--- src/rtl/envelope_detector_pkg.sv ---
// rtl/envelope_detector_pkg.sv - shared states and constants for the envelope detector
package envelope_detector_pkg;

  typedef enum logic [1:0] {
    IDLE  = 2'd0,
    RUN   = 2'd1,
    DRAIN = 2'd2,
    DONE  = 2'd3
  } state_t;

  localparam int PIPE_LATENCY = 3;

  // beta = 3/8 realised as (mn >> 2) + (mn >> 3)
  localparam int BETA_SHIFT_A = 2;
  localparam int BETA_SHIFT_B = 3;

endpackage

--- src/rtl/envelope_detector_if.sv ---
// rtl/envelope_detector_if.sv - sample stream and result bundle of the envelope detector
interface envelope_detector_if #(
  parameter int DATA_WIDTH  = 18,
  parameter int INDEX_WIDTH = 16
);
  logic                            enable;
  logic                            stopDataInFlag;
  logic signed [2*DATA_WIDTH-1:0]  dataInRe;
  logic signed [2*DATA_WIDTH-1:0]  dataInIm;
  logic        [2*DATA_WIDTH:0]    dataOut;
  logic                            dataOutValid;
  logic        [2*DATA_WIDTH:0]    peakValue;
  logic        [INDEX_WIDTH-1:0]   peakIndex;
  logic                            doneFlag;

  modport master (
    output enable, stopDataInFlag, dataInRe, dataInIm,
    input  dataOut, dataOutValid, peakValue, peakIndex, doneFlag
  );

  modport slave (
    input  enable, stopDataInFlag, dataInRe, dataInIm,
    output dataOut, dataOutValid, peakValue, peakIndex, doneFlag
  );
endinterface

--- src/rtl/envelope_detector_abs_max_min.sv ---
// rtl/envelope_detector_abs_max_min.sv - pipeline stages 1-2: registered |Re|/|Im| then max/min
module envelope_detector_abs_max_min #(
  parameter int DATA_WIDTH = 18
) (
  input  logic                           clock,
  input  logic                           reset,
  input  logic signed [2*DATA_WIDTH-1:0] re,
  input  logic signed [2*DATA_WIDTH-1:0] im,
  output logic        [2*DATA_WIDTH-1:0] mx,
  output logic        [2*DATA_WIDTH-1:0] mn
);

  localparam int W = 2*DATA_WIDTH;

  logic [W-1:0] re_u, im_u;
  logic [W-1:0] abs_re, abs_im;

  assign re_u = re;
  assign im_u = im;

  // Unsigned result lets the most negative input map to 2^(W-1) exactly
  always_ff @(posedge clock) begin
    if (reset) begin
      abs_re <= '0;
      abs_im <= '0;
    end else begin
      abs_re <= re_u[W-1] ? (~re_u + 1'b1) : re_u;
      abs_im <= im_u[W-1] ? (~im_u + 1'b1) : im_u;
    end
  end

  always_ff @(posedge clock) begin
    if (reset) begin
      mx <= '0;
      mn <= '0;
    end else if (abs_re >= abs_im) begin
      mx <= abs_re;
      mn <= abs_im;
    end else begin
      mx <= abs_im;
      mn <= abs_re;
    end
  end

endmodule

--- src/rtl/envelope_detector.sv ---
// rtl/envelope_detector.sv - alpha-max-beta-min envelope detector; ENVELOPE_PEAK_DETECT_EN adds peak/index tracking
module envelope_detector
  import envelope_detector_pkg::*;
#(
  parameter int DATA_WIDTH  = 18,
  parameter int INDEX_WIDTH = 16
) (
  input  logic                 clock,
  input  logic                 reset,
  envelope_detector_if.slave   bus
);

  localparam int W = 2*DATA_WIDTH;

  state_t                  state, state_next;
  logic                    accept;
  logic [1:0]              drain_cnt;
  logic [W-1:0]            mx, mn;
  logic [W:0]              sum;
  logic [W:0]              data_q;
  logic [PIPE_LATENCY-1:0] valid_pipe;

  envelope_detector_abs_max_min #(.DATA_WIDTH(DATA_WIDTH)) u_abs_max_min (
    .clock (clock),
    .reset (reset),
    .re    (bus.dataInRe),
    .im    (bus.dataInIm),
    .mx    (mx),
    .mn    (mn)
  );

  always_comb begin
    state_next = state;
    accept     = 1'b0;
    case (state)
      IDLE:  if (bus.enable) state_next = RUN;
      RUN: begin
        if (bus.stopDataInFlag) state_next = DRAIN;
        else                    accept     = 1'b1;
      end
      DRAIN: if (drain_cnt == 2'(PIPE_LATENCY-1)) state_next = DONE;
      DONE:  if (!bus.enable) state_next = IDLE;
      default: state_next = IDLE;
    endcase
  end

  always_ff @(posedge clock) begin
    if (reset) begin
      state     <= IDLE;
      drain_cnt <= '0;
    end else begin
      state     <= state_next;
      drain_cnt <= (state == DRAIN) ? drain_cnt + 2'd1 : 2'd0;
    end
  end

  assign sum = {1'b0, mx} + {1'b0, (mn >> BETA_SHIFT_A)} + {1'b0, (mn >> BETA_SHIFT_B)};

  // dataOut is forced to zero whenever it is not a valid result
  always_ff @(posedge clock) begin
    if (reset) begin
      valid_pipe <= '0;
      data_q     <= '0;
    end else begin
      valid_pipe <= {valid_pipe[PIPE_LATENCY-2:0], accept};
      data_q     <= valid_pipe[PIPE_LATENCY-2] ? sum : '0;
    end
  end

  assign bus.dataOut      = data_q;
  assign bus.dataOutValid = valid_pipe[PIPE_LATENCY-1];
  assign bus.doneFlag     = (state == DONE);

`ifdef ENVELOPE_PEAK_DETECT_EN
  logic [INDEX_WIDTH-1:0]                    sample_cnt;
  logic [PIPE_LATENCY-1:0][INDEX_WIDTH-1:0]  idx_pipe;
  logic [W:0]                                peak_value;
  logic [INDEX_WIDTH-1:0]                    peak_index;

  // Each sample's index travels alongside it so the peak sees the matching index
  always_ff @(posedge clock) begin
    if (reset) begin
      sample_cnt <= '0;
      idx_pipe   <= '0;
      peak_value <= '0;
      peak_index <= '0;
    end else begin
      if (state == IDLE)
        sample_cnt <= '0;
      else if (accept && (sample_cnt != '1))
        sample_cnt <= sample_cnt + 1'b1;
      idx_pipe <= {idx_pipe[PIPE_LATENCY-2:0], sample_cnt};
      if ((state == IDLE) || (state_next == IDLE)) begin
        peak_value <= '0;
        peak_index <= '0;
      end else if (bus.dataOutValid && (data_q > peak_value)) begin
        peak_value <= data_q;
        peak_index <= idx_pipe[PIPE_LATENCY-1];
      end
    end
  end

  assign bus.peakValue = peak_value;
  assign bus.peakIndex = peak_index;
`else
  assign bus.peakValue = '0;
  assign bus.peakIndex = {INDEX_WIDTH{1'b0}};
`endif

endmodule

--- src/flat_wrapper.sv ---
// flat-port wrapper written by rule: the top's interface ports become plain ports
module envelope_detector_flat import envelope_detector_pkg::*;
#(
  parameter int DATA_WIDTH  = 18,
  parameter int INDEX_WIDTH = 16
)
  (clock, reset, bus_enable, bus_stopDataInFlag, bus_dataInRe, bus_dataInIm, bus_dataOut, bus_dataOutValid, bus_peakValue, bus_peakIndex, bus_doneFlag);
  envelope_detector_if #(.DATA_WIDTH(DATA_WIDTH), .INDEX_WIDTH(INDEX_WIDTH)) bus_i ();
  input  logic clock;
  input  logic reset;
  input wire logic [$bits(bus_i.enable)-1:0] bus_enable;
  input wire logic [$bits(bus_i.stopDataInFlag)-1:0] bus_stopDataInFlag;
  input wire logic [$bits(bus_i.dataInRe)-1:0] bus_dataInRe;
  input wire logic [$bits(bus_i.dataInIm)-1:0] bus_dataInIm;
  output wire logic [$bits(bus_i.dataOut)-1:0] bus_dataOut;
  output wire logic [$bits(bus_i.dataOutValid)-1:0] bus_dataOutValid;
  output wire logic [$bits(bus_i.peakValue)-1:0] bus_peakValue;
  output wire logic [$bits(bus_i.peakIndex)-1:0] bus_peakIndex;
  output wire logic [$bits(bus_i.doneFlag)-1:0] bus_doneFlag;
  assign bus_i.enable = bus_enable;
  assign bus_i.stopDataInFlag = bus_stopDataInFlag;
  assign bus_i.dataInRe = bus_dataInRe;
  assign bus_i.dataInIm = bus_dataInIm;
  assign bus_dataOut = bus_i.dataOut;
  assign bus_dataOutValid = bus_i.dataOutValid;
  assign bus_peakValue = bus_i.peakValue;
  assign bus_peakIndex = bus_i.peakIndex;
  assign bus_doneFlag = bus_i.doneFlag;
  envelope_detector #(.DATA_WIDTH(DATA_WIDTH), .INDEX_WIDTH(INDEX_WIDTH)) u_core (.clock(clock), .reset(reset), .bus(bus_i));
endmodule
--- config.mk ---
export PLATFORM = sky130hd
export DESIGN_NAME = envelope_detector_flat
export DESIGN_NICKNAME = d
export VERILOG_FILES = /design/src/rtl/envelope_detector_pkg.sv /design/src/rtl/envelope_detector_if.sv /design/src/rtl/envelope_detector_abs_max_min.sv /design/src/rtl/envelope_detector.sv /design/src/flat_wrapper.sv
export SDC_FILE = /design/constraint.sdc
export NUM_CORES = 1
export LEC_CHECK = 0
export CAP_MARGIN = 5
export CORE_MARGIN = 3
export CORE_UTILIZATION = 55
export DETAILED_ROUTE_END_ITERATION = 6
export GPL_TIMING_DRIVEN = 0
export PLACE_DENSITY = 0.81
export RECOVER_POWER = 25
export SETUP_SLACK_MARGIN = 0.02
export SLEW_MARGIN = 5
export SYNTH_ARGS = -nofsm -noshare
export SYNTH_HDL_FRONTEND = slang
export SYNTH_SLANG_ARGS = --single-unit
export TNS_END_PERCENT = 10
--- constraint.sdc ---
create_clock -name clock -period 3.7 [get_ports clock]
set_clock_uncertainty 0.1 [all_clocks]
set_input_delay 0.925 -clock clock [delete_from_list [all_inputs] [get_ports clock]]
set_output_delay 0.925 -clock clock [all_outputs]
set_load 0.02 [all_outputs]
==> run_results.csv <==
group,metric,value,unit
routing,wl_per_cell,14.5,um
floorplanning,pin_count,168,
global_routing,grt_use_met1,0.293,
clock_tree,clk_latency,440,ps
global_routing,grt_pass1_wl,39500,um
hold_path,holdPathStages,1,
sta,setup_viol,0,
floorplanning,core_area,19000,um^2
global_routing,grt_pass1_vias,8332,
floorplanning,start_util,0.570,
sta,min_period,3630,ps
sta,hold_viol,0,
cells_and_area,drive_gt1_frac,0.0880,
cells_and_area,ff_latch_area,3720,um^2
sta,tightest_slew,793,ps
routing,via_count,8588,
floorplanning,die_area,21400,um^2
clock_tree,cts_root_buf,"clkbuf_16",
placement,dp.cells,1622,
floorplanning,die_w,146,um
power_and_ir_drop,switching_power,1.85,mW
global_routing,grt_overflow,0,
sta,report.final.slew_viol_count,0,
synthesis,synthFlopType,"dfxtp_1",
global_routing,grt_usage,0.223,
worst_setup_path,cp-end-kind,"register",
global_routing,top_usage_layer,"met2",
run,drv_cap,0,
cells_and_area,postLayoutCellArea,13200,um^2
clock_tree,ctsHoldBuffers,0,
cells_and_area,multi_input_area,6570,um^2
sta,fmax,0.275,GHz
routing,drtIter0Drc,493,
outcome,status,"complete, no violations",
worst_setup_path,cp.required,3910,ps
power_and_ir_drop,power,5.74,mW
synthesis,syn_inst,1198,
global_routing,grt_antenna_before_repair,0,
synthesis,synth.distinct_cells,64,
cells_and_area,mostFrequentLayoutCell,"nor2_1",
cells_and_area,num-fill-cells,1493,
cells_and_area,area_growth_syn_to_layout,21.8,%
cells_and_area,stdcell_count,1658,
synthesis,synth-edff-count,0,
routing,drtPass1Iterations,5,
placement,place_area,12500,um^2
worst_setup_path,critical_path_depth,11,
cells_and_area,utilization,0.694,
clock_tree,numCtsBuffers,17,
sta,fin_setup_tns,0,ps
placement,gp_congestion,0.986,
global_routing,grt_use_met3,0.0345,
synthesis,synth.avg_cell_area,9.04,um^2
clock_tree,h-tree-depth,4,
clock_tree,clk_pin_slew,70,ps
sta,finalCritPeriodShare,0.981,
worst_setup_path,cpMaxStageDelayCell,"or4_4",
synthesis,ys_warn_count,0,
worst_setup_path,crit_path_start_kind,"primary input",
floorplanning,rows,50,
hold_path,min_from,"u_core.drain_cnt[0]",
placement,dpl.hpwl,18900,um
synthesis,synth_area,10800,um^2
worst_setup_path,startpoint,"bus_dataInIm[0]",
worst_setup_path,slowest_delay,570,ps
power_and_ir_drop,p_per_area,435,nW/um^2
floorplanning,die_y,146,um
cells_and_area,diodes,0,
synthesis,synthArstFlopShare,0,
power_and_ir_drop,comb_power_share,0.277,
power_and_ir_drop,peakVddDrop,0.353,mV
sta,grt_setup_unrepaired,"true",
worst_setup_path,path_delay_family,"simple AND/OR/NAND/NOR gates",
sta,whs,321,ps
routing,postRouteAntennaNets,0,
routing,vias_per_cell,5.18,
worst_setup_path,setup.worst_path.class,"primary input to register",
worst_setup_path,reg2reg_depth,10,
worst_setup_path,critPathBufInv,2,
worst_setup_path,critPathArrivalTime,3840,ps
placement,numPortBuffers,112,
sta,layout_setup_ws,70.1,ps
cells_and_area,layout.cells.most_common_list,"nor2_1, dfxtp_1, clkdlybuf4s50_1",
synthesis,ys_seq_elements,186,
worst_setup_path,path_cells,"clkbuf_2, inv_2, ha_4, or3b_4, nor4b_4, nand4b_1, or3_4, or4_4, o41ai_4, xor2_1, nor2_1",
clock_tree,cts_tree,"done",
global_routing,grt_max_degree,19,
synthesis,ys_seq_area_frac,0.344,
clock_tree,cts_max_path_buffers,2,
routing,drc,0,
power_and_ir_drop,leakage,5.95,nW
sta,slew_headroom,0.471,
global_routing,globalRouteMet2Util,0.366,
clock_tree,cts_sinks,186,
hold_path,min_path_type,"register to register",
power_and_ir_drop,switching_share,0.322,
placement,pre_cts_ws,-497,ps
worst_setup_path,cp_max_fo,4,
power_and_ir_drop,clkPwrFrac,0.325,
worst_setup_path,crit-reg2reg-launch,"u_core.u_abs_max_min.mn[11]",
power_and_ir_drop,seqPwrFrac,0.399,
cells_and_area,nNetsFinal,1574,
routing,routed_wl,24100,um
power_and_ir_drop,p_int,3.89,mW
[worst paths after layout]
path                            slack (ps)                              end
worst min register to register         320              u_core.drain_cnt[0]
worst max-delay path                    70  u_core.u_abs_max_min.abs_im[30]
worst max register to register         290           u_core.bus.dataOut[36]
worst min-delay path                   320              u_core.drain_cnt[0]
[worst register-to-register path, stage by stage, from the launching register on]
cell and delay, ps:
dfxtp_1 340, fa_1 490, ha_1 440, and3_1 230, and4_1 200, o21ai_0 130
a311oi_2 360, o2111ai_1 280, a41oi_2 350, nand4_1 150, a211oi_1 260
[Yosys cell counts (all sizes together) (3+ instances only)]
library cell | number | share of area
inv | 57 | 0.020
and4 | 5 | 0.0040
o21ai | 37 | 0.017
o31ai | 23 | 0.017
ha | 79 | 0.091
mux2i | 75 | 0.069
nor4 | 8 | 0.0052
xnor2 | 23 | 0.019
o211ai | 5 | 0.0035
a31oi | 5 | 0.0029
fa | 34 | 0.063
o41ai | 8 | 0.0089
nor3 | 12 | 0.0060
a21oi | 46 | 0.021
xor2 | 72 | 0.058
buf | 58 | 0.039
or3 | 12 | 0.0079
or4 | 10 | 0.0080
nand4 | 16 | 0.0092
nand3b | 3 | 0.0021
a211oi | 8 | 0.0055
nand2 | 50 | 0.017
dfxtp | 186 | 0.34
nor2 | 206 | 0.071
and2 | 4 | 0.0023
or2 | 3 | 0.0017
and3 | 4 | 0.0023
nand2b | 15 | 0.0087
a21o | 30 | 0.021
nor2b | 7 | 0.0040
nand3 | 24 | 0.011
o21bai | 3 | 0.0021
clkbuf | 43 | 0.015
[power groups by stage]
stage,Sequential [mW],Combinational [mW],Clock [mW]
CTS,2.29,1.57,1.89
detailed placement,2.33,1.54,0
finish,2.29,1.59,1.86
global placement,2.32,1.51,0
global route,2.31,1.77,1.97
floorplan,2.30,1.16,0
[layer usage]
layer | up-vias | part of all wire
met5 | - | 0
met4 | 0 | 0.025
met3 | 43 | 0.046
met2 | 265 | 0.47
met1 | 3905 | 0.46
li1 | 4375 | -
[kinds of logic after synthesis]
family,Yosys count,synth area share
adder cells (fa/ha/maj),113,0.154
flip-flops,186,0.344
buffers and inverters,159,0.0740
other,1,0.000346
AND/OR/NAND/NOR,385,0.168
multiplexers,75,0.0693
AO/OA/AOI/OAI,184,0.114
XOR/XNOR,95,0.0768
[what timing repair did]
action,4_1_cts,5_1_grt
buffers inserted,0,4
pin swaps,1,9
endpoints found under the setup margin,10,18
gates resized for setup,1,24
[area by class of cell]
class                      instances  share of cell area
buffer                           101              0.0443
multi-input combinational        905               0.498
sequential                       186               0.282
clock inverter                    14              0.0132
inverter                          58              0.0165
clock buffer                      18              0.0333
timing repair buffer             116              0.0880
tap                              260              0.0247
[flip-flops by register name, indices dropped and copies added (netlist names)]
signal	count
u_core.drain_cnt	2
u_core.valid_pipe	3
u_core.state	2
u_core.bus.dataOut	37
u_core.u_abs_max_min.mn	34
u_core.u_abs_max_min.mx	36
u_core.u_abs_max_min.abs_re	36
u_core.u_abs_max_min.abs_im	36
Note: power is estimated with default switching activity, not from simulation.
